`src/rtl/ps2_pkg.sv`:
```
// Shared types and constants for the PS/2 keyboard receiver.
package ps2_pkg;

  // Frame deframer states.
  typedef enum logic [1:0] {
    PS2_IDLE   = 2'd0,
    PS2_DATA   = 2'd1,
    PS2_PARITY = 2'd2,
    PS2_STOP   = 2'd3
  } ps2_state_t;

  // Prefix bytes folded into the following key event.
  localparam logic [7:0] PS2_PFX_EXT = 8'hE0;
  localparam logic [7:0] PS2_PFX_REL = 8'hF0;

  // One decoded key event as stored in the event FIFO.
  typedef struct packed {
    logic       ext;
    logic       rel;
    logic [7:0] code;
  } ps2_key_evt_t;

  // PS/2 uses odd parity over the 8 data bits plus the parity bit.
  function automatic logic ps2_parity_ok(input logic [8:0] bits);
    return ^bits;
  endfunction

endpackage

```
`src/rtl/ps2_evt_fifo.sv`:
```
// First-word-fall-through FIFO of key events; drops pushes when full unless a pop frees a slot.
module ps2_evt_fifo
  import ps2_pkg::*;
#(
  parameter int unsigned DEPTH = 8
) (
  input  logic         clk,
  input  logic         rst_n,
  input  logic         push,
  input  ps2_key_evt_t push_data,
  input  logic         pop,
  output ps2_key_evt_t pop_data,
  output logic         full,
  output logic         empty,
  output logic         push_drop
);

  localparam int unsigned AW = (DEPTH > 2) ? $clog2(DEPTH) : 1;

  logic [AW:0]  wr_ptr_q, wr_ptr_d;
  logic [AW:0]  rd_ptr_q, rd_ptr_d;
  ps2_key_evt_t mem_q [DEPTH];
  ps2_key_evt_t mem_d [DEPTH];
  logic         pop_ok;
  logic         push_ok;

  // Status flags from the extra pointer wrap bit.
  always_comb begin
    empty     = (wr_ptr_q == rd_ptr_q);
    full      = (wr_ptr_q[AW] != rd_ptr_q[AW]) &&
                (wr_ptr_q[AW-1:0] == rd_ptr_q[AW-1:0]);
    pop_ok    = pop & ~empty;
    push_ok   = push & (~full | pop_ok);
    push_drop = push & full & ~pop_ok;
    pop_data  = mem_q[rd_ptr_q[AW-1:0]];
  end

  // Next pointer and storage values.
  always_comb begin
    wr_ptr_d = wr_ptr_q;
    rd_ptr_d = rd_ptr_q;
    for (int i = 0; i < int'(DEPTH); i++) begin
      mem_d[i] = mem_q[i];
    end
    if (push_ok) begin
      mem_d[wr_ptr_q[AW-1:0]] = push_data;
      wr_ptr_d                = wr_ptr_q + (AW+1)'(1);
    end
    if (pop_ok) begin
      rd_ptr_d = rd_ptr_q + (AW+1)'(1);
    end
  end

  // Pointer and storage registers.
  always_ff @(posedge clk) begin
    if (!rst_n) begin
      wr_ptr_q <= '0;
      rd_ptr_q <= '0;
      for (int i = 0; i < int'(DEPTH); i++) begin
        mem_q[i] <= '0;
      end
    end else begin
      wr_ptr_q <= wr_ptr_d;
      rd_ptr_q <= rd_ptr_d;
      for (int i = 0; i < int'(DEPTH); i++) begin
        mem_q[i] <= mem_d[i];
      end
    end
  end

endmodule

```
`src/rtl/ps2_kbd_rx.sv`:
```
// Host-side PS/2 keyboard receiver: line conditioning, frame deframing, prefix folding, event FIFO.
module ps2_kbd_rx
  import ps2_pkg::*;
#(
  parameter int unsigned FILTER_LEN  = 8,
  parameter int unsigned TIMEOUT_CYC = 57000,
  parameter int unsigned FIFO_DEPTH  = 8
) (
  input  logic       CLK,
  input  logic       RESET_N,
  input  logic       PS2_CLK,
  input  logic       PS2_DAT,
  output logic       KEY_VALID,
  input  logic       KEY_READY,
  output logic [7:0] KEY_CODE,
  output logic       KEY_EXT,
  output logic       KEY_REL,
  output logic       PAR_ERR,
  output logic       FRAME_ERR,
  output logic       FIFO_OVF,
  output logic       BUSY
);

  localparam int unsigned TO_W = $clog2(TIMEOUT_CYC + 1);
  localparam logic [TO_W-1:0] TO_LAST = TO_W'(TIMEOUT_CYC - 1);

  // Line conditioning.
  logic                  clk_s1_q, clk_s2_q;
  logic                  dat_s1_q, dat_s2_q;
  logic [FILTER_LEN-1:0] hist_q, hist_d;
  logic                  fclk_q, fclk_d;
  logic                  fall_c;

  // Deframer and prefix state.
  ps2_state_t   state_q, state_d;
  logic [2:0]   bitcnt_q, bitcnt_d;
  logic [7:0]   shreg_q, shreg_d;
  logic         par_ok_q, par_ok_d;
  logic [TO_W-1:0] to_cnt_q, to_cnt_d;
  logic         ext_q, ext_d;
  logic         rel_q, rel_d;
  logic         par_err_q, par_err_d;
  logic         frame_err_q, frame_err_d;
  logic         push_q, push_d;
  ps2_key_evt_t evt_q, evt_d;
  logic         ovf_q, ovf_d;
  logic         busy_q, busy_d;

  // FIFO interface.
  ps2_key_evt_t head;
  logic         fifo_full;
  logic         fifo_empty;
  logic         fifo_drop;
  logic         fifo_pop;

  // Clock filter: level changes only after FILTER_LEN agreeing samples.
  always_comb begin
    hist_d = {hist_q[FILTER_LEN-2:0], clk_s2_q};
    fclk_d = fclk_q;
    if (hist_d == '0) begin
      fclk_d = 1'b0;
    end else if (&hist_d) begin
      fclk_d = 1'b1;
    end
    fall_c = fclk_q & ~fclk_d;
  end

  // Frame FSM, timeout watchdog and prefix folding.
  always_comb begin
    state_d     = state_q;
    bitcnt_d    = bitcnt_q;
    shreg_d     = shreg_q;
    par_ok_d    = par_ok_q;
    ext_d       = ext_q;
    rel_d       = rel_q;
    par_err_d   = 1'b0;
    frame_err_d = 1'b0;
    push_d      = 1'b0;
    evt_d       = evt_q;
    to_cnt_d    = (state_q == PS2_IDLE || fall_c) ? '0 : to_cnt_q + TO_W'(1);

    if (state_q != PS2_IDLE && !fall_c && to_cnt_q == TO_LAST) begin
      frame_err_d = 1'b1;
      state_d     = PS2_IDLE;
      ext_d       = 1'b0;
      rel_d       = 1'b0;
      to_cnt_d    = '0;
    end else if (fall_c) begin
      case (state_q)
        PS2_IDLE: begin
          if (!dat_s2_q) begin
            state_d  = PS2_DATA;
            bitcnt_d = 3'd0;
          end
        end
        PS2_DATA: begin
          shreg_d  = {dat_s2_q, shreg_q[7:1]};
          bitcnt_d = bitcnt_q + 3'd1;
          if (bitcnt_q == 3'd7) begin
            state_d = PS2_PARITY;
          end
        end
        PS2_PARITY: begin
          par_ok_d = ps2_parity_ok({dat_s2_q, shreg_q});
          state_d  = PS2_STOP;
        end
        PS2_STOP: begin
          state_d = PS2_IDLE;
          if (!dat_s2_q) begin
            frame_err_d = 1'b1;
            ext_d       = 1'b0;
            rel_d       = 1'b0;
          end else if (!par_ok_q) begin
            par_err_d = 1'b1;
            ext_d     = 1'b0;
            rel_d     = 1'b0;
          end else if (shreg_q == PS2_PFX_EXT) begin
            ext_d = 1'b1;
          end else if (shreg_q == PS2_PFX_REL) begin
            rel_d = 1'b1;
          end else begin
            push_d = 1'b1;
            evt_d  = '{ext: ext_q, rel: rel_q, code: shreg_q};
            ext_d  = 1'b0;
            rel_d  = 1'b0;
          end
        end
        default: state_d = PS2_IDLE;
      endcase
    end

    ovf_d  = ovf_q | fifo_drop;
    busy_d = (state_d != PS2_IDLE);
  end

  // All receiver registers; the lines idle high so their history presets to 1.
  always_ff @(posedge CLK) begin
    if (!RESET_N) begin
      clk_s1_q    <= 1'b1;
      clk_s2_q    <= 1'b1;
      dat_s1_q    <= 1'b1;
      dat_s2_q    <= 1'b1;
      hist_q      <= '1;
      fclk_q      <= 1'b1;
      state_q     <= PS2_IDLE;
      bitcnt_q    <= 3'd0;
      shreg_q     <= 8'd0;
      par_ok_q    <= 1'b0;
      to_cnt_q    <= '0;
      ext_q       <= 1'b0;
      rel_q       <= 1'b0;
      par_err_q   <= 1'b0;
      frame_err_q <= 1'b0;
      push_q      <= 1'b0;
      evt_q       <= '0;
      ovf_q       <= 1'b0;
      busy_q      <= 1'b0;
    end else begin
      clk_s1_q    <= PS2_CLK;
      clk_s2_q    <= clk_s1_q;
      dat_s1_q    <= PS2_DAT;
      dat_s2_q    <= dat_s1_q;
      hist_q      <= hist_d;
      fclk_q      <= fclk_d;
      state_q     <= state_d;
      bitcnt_q    <= bitcnt_d;
      shreg_q     <= shreg_d;
      par_ok_q    <= par_ok_d;
      to_cnt_q    <= to_cnt_d;
      ext_q       <= ext_d;
      rel_q       <= rel_d;
      par_err_q   <= par_err_d;
      frame_err_q <= frame_err_d;
      push_q      <= push_d;
      evt_q       <= evt_d;
      ovf_q       <= ovf_d;
      busy_q      <= busy_d;
    end
  end

  // Event buffer towards the keyboard matrix logic.
  ps2_evt_fifo #(
    .DEPTH (FIFO_DEPTH)
  ) u_fifo (
    .clk       (CLK),
    .rst_n     (RESET_N),
    .push      (push_q),
    .push_data (evt_q),
    .pop       (fifo_pop),
    .pop_data  (head),
    .full      (fifo_full),
    .empty     (fifo_empty),
    .push_drop (fifo_drop)
  );

  // A dropped event can only happen against a full buffer.
  always_comb begin
    assert (!fifo_drop || fifo_full);
  end

  // Output mapping.
  always_comb begin
    fifo_pop  = ~fifo_empty & KEY_READY;
    KEY_VALID = ~fifo_empty;
    KEY_CODE  = head.code;
    KEY_EXT   = head.ext;
    KEY_REL   = head.rel;
    PAR_ERR   = par_err_q;
    FRAME_ERR = frame_err_q;
    FIFO_OVF  = ovf_q;
    BUSY      = busy_q;
  end

endmodule

```
`config.mk`:
```
export PLATFORM = sky130hd
export DESIGN_NAME = ps2_kbd_rx
export DESIGN_NICKNAME = d
export VERILOG_FILES = /design/src/rtl/ps2_pkg.sv /design/src/rtl/ps2_evt_fifo.sv /design/src/rtl/ps2_kbd_rx.sv
export SDC_FILE = /design/constraint.sdc
export NUM_CORES = 1
export LEC_CHECK = 0
export ABC_AREA = 1
export BUFFER_PORTS_ARGS = -buffer_cell sky130_fd_sc_hd__buf_2
export CORE_UTILIZATION = 65
export CTS_CLUSTER_SIZE = 25
export DETAILED_ROUTE_END_ITERATION = 7
export PLACE_DENSITY = 0.89
export SYNTH_ARGS = -nofsm -noshare
export SYNTH_HDL_FRONTEND = slang
export SYNTH_SLANG_ARGS = --single-unit
```
`constraint.sdc`:
```
create_clock -name CLK -period 2.15 [get_ports CLK]
set_input_delay 0.215 -clock CLK [delete_from_list [all_inputs] [get_ports CLK]]
set_output_delay 0.215 -clock CLK [all_outputs]
set_load 0.02 [all_outputs]
```
# == Yosys cells after proc, flatten, opt, wreduce, memory -nomap -nowiden ==
# Memories as Yosys holds them, arrays and structs flattened. A register that Yosys moved wholly into a read port is not among the register bits.
# Cells that the tools add are included.
# Widths: inputs -> output; s select.
# op_classes
addsub,4
multipliers,0
div_mod_pow,0
order_cmp,2
eq_ne,13
shifts,0
muxes,39
bitwise,29
reduce_logical,23
# ops
op,n
$mux 10,9
$bwmux 80,1
$mux 80,1
$demux 10 s3,1
$mux 1,18
$add 16x1->16 const B,1
$eq 16x16->1 const B,1
$eq 8x8->1 const B,2
$not 1->1,12
$reduce_and 3->1,4
$or 1x1->1,10
$mux 3,3
$reduce_xor 9->1,1
$add 4x1->4 const B,2
$logic_not 8->1,1
$mux 2,4
$pmux 2 s4,1
$reduce_and 8->1,1
$reduce_and 7->1,1
$reduce_or 7->1,1
$and 1x1->1,6
$pmux 3 s2,1
$reduce_bool 2->1,3
$reduce_or 5->1,1
other kinds (20),24
# totals
ff_bits,67
latch_bits,0
ram_bits,80
romBits,0
output_inout_bits,15
wordCells,134
mem_count,1
# memory_table
memory,depth,width,rd,rd_ports_with_merged_regs,wr,line,source
u_fifo.mem_q,8,10,9,1,8,ps2_evt_fifo.sv:22,ps2_key_evt_t mem_q [DEPTH];

# == Logic depth before layout (Yosys ltp) ==
# Gate-level depths: netlist (run 1).
# depth
word_depth,10
ltp_mapped,11

# == Hierarchy ==
# A second synthesis (run 1) with hierarchy kept.
# unflattened
cells_unflattened,1162
hier_area_um2,8089.0
# modules_own_cells
module,instances,cells_per_inst,area_per_inst_um2,seq_area_each_um2
ps2_evt_fifo,1,823,5476.5,1821.7
ps2_kbd_rx,1,339,2612.5,1181.1

# == Worst setup path after synthesis (run 1) ==
# Ideal clock, no wire load.
# synth_path
kind,register to register
from,register u_fifo.wr_ptr_q[0]
to,register with a tool-made name
arrival_time_ns,1.425
required_ns,2.030
path_slack_ns,0.605
stages_incl_launch_ff,10
n_path_buf,0
period_less_slack_ns,1.545
cell_sequence,dfxtp_1 -> inv_2 -> nand2_1 -> nand2_1 -> nor2_4 -> nand3_1 -> nand2_1 -> inv_1 -> nor2_1 -> nor2_1
# synth_lines
element,line,source
"start, declared",ps2_evt_fifo.sv:20,"logic [AW:0] wr_ptr_q, wr_ptr_d;"
"start signal, assigned",ps2_evt_fifo.sv:63,wr_ptr_q <= wr_ptr_d;

==> flow_summary.ini, run 1 <==
[yosys]
netlist.top_cell.by_area = sky130_fd_sc_hd__dfxtp_1
ys_warn_count = 0
synth_flop_cell = sky130_fd_sc_hd__dfxtp_1
postSynthNetCount = 1190
synth-async-reset-ratio = 0
synthDistinctLibCells = 26
syn_inst = 1175
synthTopCellsByArea = sky130_fd_sc_hd__dfxtp_1 39%, sky130_fd_sc_hd__nand2_1 12%, sky130_fd_sc_hd__inv_1 11%
ys_seq_area_frac = 0.391
cell_area_after_synthesis_um2 = 7680
synth_top_area_frac = 0.391
synth.most_common_cell = sky130_fd_sc_hd__nand2_1
synth-edff-count = 0
post_synth.cell_area_avg_um2 = 6.54
synth_commonest_cells = 255 x sky130_fd_sc_hd__nand2_1, 217 x sky130_fd_sc_hd__inv_1, 179 x sky130_fd_sc_hd__nor2_1, 150 x sky130_fd_sc_hd__dfxtp_1, 95 x sky130_fd_sc_hd__nand4_1
ys_ff_latch = 150

[timing]
max-slew-margin-rel = 0.522
period_needed_ps = 2110
clock-skew-final_ps = 5.97
hold_slack_ps = 123
fin_tns_setup_ps = 0
hold_viol_final = 0
least_setup_slack_across_all_paths_after_layout_ps = 39.0
max_freq_ghz = 0.474
timing_worst_slew_pin_value_ps = 716
finalMaxSlewViolations = 0
setup_viol = 0
layout_worst_path_cycle_share = 0.982

[floorplan]
num_io_pins = 20
dieArea_um2 = 12300
chipWidth_um = 111
core-area_um2 = 11500
start_util = 0.670
fp-row-count = 39
dieHeight_um = 111

[grt]
grt_util_all_layers = 0.323
grt_first_pass_wirelength_um = 31900
grt_remaining_overflow = 0
antenna_violations_before_repair = 0
grt_start_max_net_pins = 75
vias_in_the_first_global_route = 6781

[drt]
drtIter0Drc = 697
via_per_inst = 5.56
vias = 7448
drtAntennaViolNets = 0
drt_wl_total_um = 19200
detail_route.first_pass.iterations = 6
route.detailed.drc = 0
wl_per_cell_um = 14.3

[placement]
final_wtd_congestion = 0.906
post-place-cells = 1301
port_buffers = 19
dpl_worst_slack_ps = 384
hpwlAfterDp_um = 12100

[setup_path]
crit_path_depth = 7
crit_fanout = 20
endpoint_kind = output pin
timing.critical_path.slowest_cell_delay_ps = 370
critical_r2r_launch = u_fifo.wr_ptr_q[0]
worst_setup_path_start_kind = flip-flop
worst_path_max_delay_cell = sky130_fd_sc_hd__dfxtp_4
worstSetupPathType = flip-flop to output pin
reg2regPathDepth = 10
crit_family = compound AO/OA/AOI/OAI gates
crit_required_ps = 1930
timing.critical_path.cells = buf_6 > a21oi_1 > o21ai_0 > nand2_1 > nor2_1 > a31oi_1 > buf_2
critical_path_arrival_ps = 1900
critical_path.n_buffers_inverters = 2

[cells_and_area]
finalNonFillerCells = 1339
fin_nets = 1198
syn2layout_area_growth_pct = 11.4
num_antenna_cells = 0
drive_gt1_frac = 0.0903

[worst_hold_path]
holdCritPathClass = input pin to flip-flop
min_from = KEY_READY
min_path_cells = 3

[clocking]
insertion_delay_ps = 430
number_of_buffers_inserted_during_clock_tree_synthesis = 17
clkSlewWorstSetupHoldPaths_ps = 60
cts-root-buf = sky130_fd_sc_hd__clkbuf_16
tritoncts = yes
htree_num_levels = 4
clock_sink_count = 150
clock_path_buffers = 2

[pwr]
power.static_leakage_nw = 3.77
power.density_nw_per_um2 = 697
report.power.total_w = 0.00597
max-vdd-ir-drop_uv = 688

[status]
run_status = complete, no violations

[flow_run]
max-cap-violations = 0
## worst paths after layout
path | slack [ps] | endpoint
worst min register to register | 410 | clk_s2_q
worst min-delay path | 120 | u_fifo.rd_ptr_q[3]
worst max register to register | 300 | u_fifo.mem_q[7][3]
worst max-delay path | 40 | KEY_CODE[1]
## flip-flops by register name, indices dropped and copies added (netlist names), 2 cells and up, named ones only
name             count
u_fifo.rd_ptr_q      4
u_fifo.mem_q        80
u_fifo.wr_ptr_q      4
bitcnt_q             3
hist_q               7
state_q              2
shreg_q              8
evt_q               10
to_cnt_q            16
## metrics by stage
| stage | instance area, um2 | util |
|---|---|---|
| after floorplan | 7680 | - |
| after global placement | 7870 | 0.687 |
| after detailed placement | 7870 | 0.687 |
| after CTS | 8510 | 0.742 |
| after global routing | 8560 | 0.747 |
| final | 8560 | 0.747 |
## final cells by class
class	count	area, um2
Inverter	218	822
Tap cell	143	179
Sequential cell	150	3010
Clock buffer	25	495
Fill cell	855	2910
Timing Repair inverter	1	7.51
Timing Repair Buffer	52	375
Multi-Input combinational cell	743	3550
Clock inverter	7	118
## worst register-to-register path, cell delays in order (launching register included)
cell                      delay, ps
sky130_fd_sc_hd__dfxtp_1        400
sky130_fd_sc_hd__inv_2          140
sky130_fd_sc_hd__nand2_1         70
sky130_fd_sc_hd__nand2_1        100
sky130_fd_sc_hd__nor2_4          60
sky130_fd_sc_hd__nand3_2         70
sky130_fd_sc_hd__buf_12         300
sky130_fd_sc_hd__nand3_2        290
sky130_fd_sc_hd__nand2_1        170
sky130_fd_sc_hd__inv_1           70
sky130_fd_sc_hd__nor2_1         110
## cells by family (layout without fill, tap and decap cells)
kind of cell | count (synthesis) | in the layout | share of synthesized area
AND/OR/NAND/NOR | 586 | 586 | 0.336
buffers and inverters | 282 | 303 | 0.147
flip-flops | 150 | 150 | 0.391
AO/OA/AOI/OAI | 129 | 129 | 0.0895
XOR/XNOR | 18 | 18 | 0.0205
adder cells (fa/ha/maj) | 10 | 10 | 0.0163
## power breakdown
part	leakage [nW]	switching, W	total [W]	internal (W)
Clock	0.290	0.00113	0.00308	0.00195
Combinational	2.27	0.0000662	0.000101	0.0000353
Sequential	1.21	0.00000332	0.00279	0.00278
Total	3.77	0.00120	0.00597	0.00477
## what timing repair did
item	4_1_cts	5_1_grt
hold buffers	2	0
endpoints found under the setup margin	1	9
buffers inserted	0	3
resized for setup	1	8
pin swaps	0	0
cloned	0	1
endpoints found under the hold margin	2	0
## layer usage
metal  share of wire  wire [um]  global-route usage
met1            0.39       7500               0.383
met5               0          0                   0
met4           0.057       1100               0.176
met2            0.47       9100               0.538
met3           0.078       1500              0.0765
## placed cells by master (no fill, tap or decap), types with 2 or more instances in the layout
cell                            count
sky130_fd_sc_hd__nand4_1           95
sky130_fd_sc_hd__dfxtp_1          147
sky130_fd_sc_hd__clkinvlp_4         5
sky130_fd_sc_hd__a31oi_1           10
sky130_fd_sc_hd__o21bai_1          12
sky130_fd_sc_hd__clkbuf_8           4
sky130_fd_sc_hd__nor2_1           179
sky130_fd_sc_hd__buf_4             27
sky130_fd_sc_hd__bufinv_16          3
sky130_fd_sc_hd__xor2_1            11
sky130_fd_sc_hd__xnor2_1            7
sky130_fd_sc_hd__clkbuf_1           4
sky130_fd_sc_hd__dlygate4sd3_1      2
sky130_fd_sc_hd__clkbuf_16         17
sky130_fd_sc_hd__ha_1              10
sky130_fd_sc_hd__buf_6              2
sky130_fd_sc_hd__nor3_1             4
sky130_fd_sc_hd__inv_1            216
sky130_fd_sc_hd__or2_2             12
sky130_fd_sc_hd__a21oi_1           59
sky130_fd_sc_hd__nand2_1          255
sky130_fd_sc_hd__dfxtp_2            2
sky130_fd_sc_hd__nand3_2           10
sky130_fd_sc_hd__o21ai_0           48
sky130_fd_sc_hd__nand3_1           28
sky130_fd_sc_hd__buf_2             19
Power figures use the tool's default switching activity.
==> inputs of run 2 (changes only) <==
--- a/config.mk
+++ b/config.mk
@@ -9,6 +9,6 @@
 export BUFFER_PORTS_ARGS = -buffer_cell sky130_fd_sc_hd__buf_2
-export CORE_UTILIZATION = 65
+export CORE_UTILIZATION = 57
 export CTS_CLUSTER_SIZE = 25
 export DETAILED_ROUTE_END_ITERATION = 7
-export PLACE_DENSITY = 0.89
+export PLACE_DENSITY = 0.84
 export SYNTH_ARGS = -nofsm -noshare
==> constraint.sdc (replaced) <==
create_clock -name CLK -period 1.77 [get_ports CLK]
set_input_delay 0.2655 -clock CLK [delete_from_list [all_inputs] [get_ports CLK]]
set_output_delay 0.2655 -clock CLK [all_outputs]
set_load 0.02 [all_outputs]
==> flow_summary.ini, run 2 (synthesis results as in run 1) <==
[floorplan]
dieArea_um2 = 14000
chipWidth_um = 118
dieHeight_um = 118
core-area_um2 = 13200
fp-row-count = 42
num_io_pins = 20
start_util = 0.583

[drt]
drt_wl_total_um = 19200
drtAntennaViolNets = 0
wl_per_cell_um = 13.9
drtIter0Drc = 699
vias = 7320
route.detailed.drc = 0
detail_route.first_pass.iterations = 6
via_per_inst = 5.32

[placement]
hpwlAfterDp_um = 11600
dpl_worst_slack_ps = 129
final_wtd_congestion = 0.886
port_buffers = 19

[worst_hold_path]
min_from = PS2_DAT
holdCritPathClass = input pin to flip-flop
min_path_cells = 2
hold_end = dat_s1_q

[cells_and_area]
fin_nets = 1203
regMostFlops = u_fifo.mem_q
layout_top_registers = u_fifo.mem_q (80), to_cnt_q (16), evt_q (10)
num_antenna_cells = 0
fillCellCount = 1103
drive_gt1_frac = 0.122
commonest_non_fill_non_tap_cell_in_the_layout = sky130_fd_sc_hd__nand2_1
syn2layout_area_growth_pct = 16.3
postLayoutCoreUtil = 0.677
layout.cells.most_common_list = 254 x sky130_fd_sc_hd__nand2_1, 214 x sky130_fd_sc_hd__inv_1, 177 x sky130_fd_sc_hd__nor2_1, 144 x sky130_fd_sc_hd__dfxtp_1, 95 x sky130_fd_sc_hd__nand4_1
largest_reg_flops = 80

[clocking]
insertion_delay_ps = 420
clock_path_buffers = 2
htree_num_levels = 4
tritoncts = yes
clkSlewWorstSetupHoldPaths_ps = 60
ctsHoldBuffers = 0
number_of_buffers_inserted_during_clock_tree_synthesis = 17
cts-root-buf = sky130_fd_sc_hd__clkbuf_16
clock_sink_count = 150

[timing]
max-slew-margin-rel = 0.571
period_needed_ps = 1980
hold_slack_ps = 24.6
hold_viol_final = 0
setup_viol = 10
clock-skew-final_ps = 7.40
least_setup_slack_across_all_paths_after_layout_ps = -209
rsz_0062_raised_after_global_routing = true
timing_worst_slew_pin_value_ps = 643
fin_tns_setup_ps = -1770
layout_worst_path_cycle_share = 1.12
finalMaxSlewViolations = 0
max_freq_ghz = 0.505

[status]
violations = setup timing
run_status = finished, violations left

[grt]
globalRouteMet1Util = 0.337
grt_remaining_overflow = 0
vias_in_the_first_global_route = 6754
busiest_layer = met2
global_route_track_usage_on_met3 = 0.0596
grt_util_all_layers = 0.281
grt_start_max_net_pins = 88
grt_first_pass_wirelength_um = 31700
antenna_violations_before_repair = 0
met2_usage = 0.478

[setup_path]
timing.critical_path.slowest_cell_delay_ps = 410
crit-reg2reg-capture = u_fifo.mem_q[4][8]
worst_path_max_delay_cell = sky130_fd_sc_hd__dfxtp_4
reg2regPathDepth = 7
crit_required_ps = 1500
timing.reg2reg.setup_slack_ps = 40
endpoint_kind = output pin
timing.critical_path.cells = inv_8 > clkbuf_16 > a21oi_2 > o21ai_2 > nand2_1 > nor2_1 > a31oi_1 > buf_2
worstSetupPathType = flip-flop to output pin
critical_path_arrival_ps = 1710
critical_r2r_launch = u_fifo.wr_ptr_q[2]
crit_fanout = 5
worst_setup_path_start_kind = flip-flop

[pwr]
max-vdd-ir-drop_uv = 568
power.density_nw_per_um2 = 796
power.static_leakage_nw = 3.88
report.power.total_w = 0.00711

[flow_run]
max-cap-violations = 0
==> run 2: changes by cell type in the layout (fill, tap and decap cells not counted), sizes merged <==
cell         change
clkbuf           -3
bufinv           -1
clkinv           +4
inv              +2
dlygate4sd3      -2
clkinvlp         -1
buf              +6
==> run 2: how the worst max path moves through the flow <==
stage | startpoint | to | slack (ps) | cells past startpoint
6_report | flip-flop | KEY_REL | -210 | 8
2_1_floorplan | flip-flop | KEY_CODE[6] | 190 | 7
5_1_grt | flip-flop | KEY_CODE[4] | -290 | 8
4_1_cts | flip-flop | KEY_CODE[5] | -190 | 7
3_5_place_dp | u_fifo.wr_ptr_q[1] | u_fifo.mem_q[6][9] | 130 | 10
3_3_place_gp | flip-flop | KEY_CODE[6] | 160 | 7
==> run 2: power breakdown <==
group          total, W  internal, W  switching, W
clock network   0.00361      0.00219       0.00142
registers       0.00338      0.00338    0.00000394
logic          0.000121    0.0000429     0.0000782
==> run 2: stage by stage <==
stage,cell area (um2),std cells
after floorplan,7680,1175
after global placement,7990,1336
after detailed placement,7990,1336
after CTS,8800,1375
after global routing,8940,1377
final,8940,1377
==> run 2: timing repair <==
action                                  4_1_cts  5_1_grt
endpoints found under the setup margin       11       26
hold endpoints to repair                      0        0
resized for setup                            57       32
buffers inserted                              3        2
gates cloned                                  4        1
pin swaps                                     7        3
==> run 2: layer usage <==
layer | vias to the layer above | part of all wire
li1 | 3698 | -
met1 | 3291 | 0.42
met2 | 278 | 0.48
met3 | 53 | 0.074
met4 | 0 | 0.028
met5 | - | 0
==> run 2: area by class of cell <==
cell class,count,area [um2],area share
clock buffers,21,470,0.0526
repair inverters,1,7.51,0.000840
well taps,176,220,0.0246
flip-flops and latches,150,3020,0.338
repair buffers,57,563,0.0630
multi-input cells,743,3710,0.415
clock inverters,11,121,0.0136
inverters,218,830,0.0928
==> run 2: worst max-delay path: cells and delay by family, from the launching register on <==
family                 cells  cell delay, ps
AO/OA/AOI/OAI              3             350
flip-flops                 1             410
buffers and inverters      3             420
AND/OR/NAND/NOR            2             100
==> inputs of run 3 (changes only) <==
CORE_ASPECT_RATIO = 0.6   (was unset)
==> flow_summary.ini, run 3 (synthesis results as in run 1) <==
[cells_and_area]
drive_gt1_frac = 0.122
finalNonFillerCells = 1369
largest_reg_flops = 80
fin_nets = 1201
postLayoutCoreUtil = 0.691
commonest_non_fill_non_tap_cell_in_the_layout = sky130_fd_sc_hd__nand2_1
fillCellCount = 1021
layout_top_registers = u_fifo.mem_q (80), to_cnt_q (16), evt_q (10)
num_antenna_cells = 0
syn2layout_area_growth_pct = 16.9
regMostFlops = u_fifo.mem_q
layout.cells.most_common_list = 254 x sky130_fd_sc_hd__nand2_1, 215 x sky130_fd_sc_hd__inv_1, 178 x sky130_fd_sc_hd__nor2_1, 143 x sky130_fd_sc_hd__dfxtp_1, 95 x sky130_fd_sc_hd__nand4_1

[floorplan]
fp-row-count = 32
core-area_um2 = 13000
chipWidth_um = 152
dieArea_um2 = 14000
dieHeight_um = 91.9
num_io_pins = 20
start_util = 0.591

[setup_path]
reg2regPathDepth = 7
worstSetupPathType = flip-flop to output pin
critical_path_arrival_ps = 1750
endpoint_kind = output pin
crit_fanout = 5
worst_setup_path_start_kind = flip-flop
timing.reg2reg.setup_slack_ps = 90
crit_required_ps = 1500

[clocking]
clock_path_buffers = 2
clkSlewWorstSetupHoldPaths_ps = 70
cts-root-buf = sky130_fd_sc_hd__clkbuf_16
insertion_delay_ps = 430
tritoncts = yes
htree_num_levels = 4
number_of_buffers_inserted_during_clock_tree_synthesis = 17
clock_sink_count = 150

[grt]
antenna_violations_before_repair = 0
grt_remaining_overflow = 0
grt_first_pass_wirelength_um = 33700
grt_util_all_layers = 0.304
vias_in_the_first_global_route = 6793
grt_start_max_net_pins = 63

[timing]
hold_slack_ps = 20.6
layout_worst_path_cycle_share = 1.14
clock-skew-final_ps = 12.3
rsz_0062_raised_after_global_routing = true
timing_worst_slew_pin_value_ps = 577
max-slew-margin-rel = 0.614
finalMaxSlewViolations = 0
hold_viol_final = 0
least_setup_slack_across_all_paths_after_layout_ps = -247
max_freq_ghz = 0.496
period_needed_ps = 2020
setup_viol = 10

[drt]
drtAntennaViolNets = 0
route.detailed.drc = 1
wl_per_cell_um = 15.3
vias = 7596
drtIter0Drc = 1044
via_per_inst = 5.55
drt_wl_total_um = 21000
detail_route.first_pass.iterations = 8

[pwr]
power.static_leakage_nw = 3.90
power.density_nw_per_um2 = 815
report.power.total_w = 0.00732
max-vdd-ir-drop_uv = 676

[flow_run]
max-cap-violations = 0

[worst_hold_path]
min_path_cells = 2
holdCritPathClass = input pin to flip-flop

[placement]
final_wtd_congestion = 0.929
dpl_worst_slack_ps = 76.4
port_buffers = 19
hpwlAfterDp_um = 13000
post-place-cells = 1331

[status]
run_status = finished, violations left
violations = DRC, setup timing
## run 3: cell types whose count changed in the layout (fill, tap and decap cells not counted), sizes merged
cell / delta
inv: +7
buf: -3
clkinv: -3
clkbuf: -2
clkinvlp: -2
bufinv: +1
## run 3: report_power, final
part | total, W | switching, W | internal (W)
Clock | 0.00382 | 0.00156 | 0.00226
Combinational | 0.000128 | 0.0000838 | 0.0000445
Sequential | 0.00338 | 0.00000421 | 0.00338
## run 3: repair_timing
| item | CTS | global route |
|---|---|---|
| resized for setup | 63 | 38 |
| pin swaps | 19 | 3 |
| hold buffers | 0 | 0 |
| cloned | 2 | 3 |
| setup endpoints to repair | 11 | 109 |
| buffers inserted | 0 | 1 |
## run 3: per-stage QoR
stage | instance area (um2) | setup TNS, ps
after global placement | 7990 | 0
after CTS | 8760 | -1610
after floorplan | 7680 | 0
after global routing | 8990 | -2400
after detailed placement | 7990 | 0
final | 8990 | -1750
## run 3: cell type report
class / instances / area (um2) / share of cell area
Inverter: 218 / 826 / 0.0919
Clock buffer: 17 / 425 / 0.0473
Sequential cell: 150 / 3020 / 0.336
Multi-Input combinational cell: 743 / 3720 / 0.414
Clock inverter: 15 / 191 / 0.0213
Timing Repair Buffer: 56 / 594 / 0.0661
Tap cell: 170 / 213 / 0.0237
## run 3: layer usage
layer	share of wire	up-vias	GRT usage
met5	0	-	0
met4	0.020	0	0.107
met3	0.11	57	0.0728
met2	0.41	424	0.431
met1	0.46	3413	0.444
li1	-	3702	-
## run 3: worst paths after layout
kind / start / to
min: PS2_DAT / dat_s1_q
max: flip-flop / KEY_CODE[5]
min reg2reg: clk_s1_q / clk_s2_q
max reg2reg: u_fifo.wr_ptr_q[2] / u_fifo.mem_q[2][5]
## run 3: critical path, cell delays in order (launching register included)
cell and delay, ps:
sky130_fd_sc_hd__dfxtp_4 390, sky130_fd_sc_hd__inv_8 60, sky130_fd_sc_hd__buf_12 140, sky130_fd_sc_hd__a21oi_2 100
sky130_fd_sc_hd__o21ai_1 70, sky130_fd_sc_hd__nand2_1 110, sky130_fd_sc_hd__nor2_1 60, sky130_fd_sc_hd__a31oi_1 200
sky130_fd_sc_hd__buf_4 180
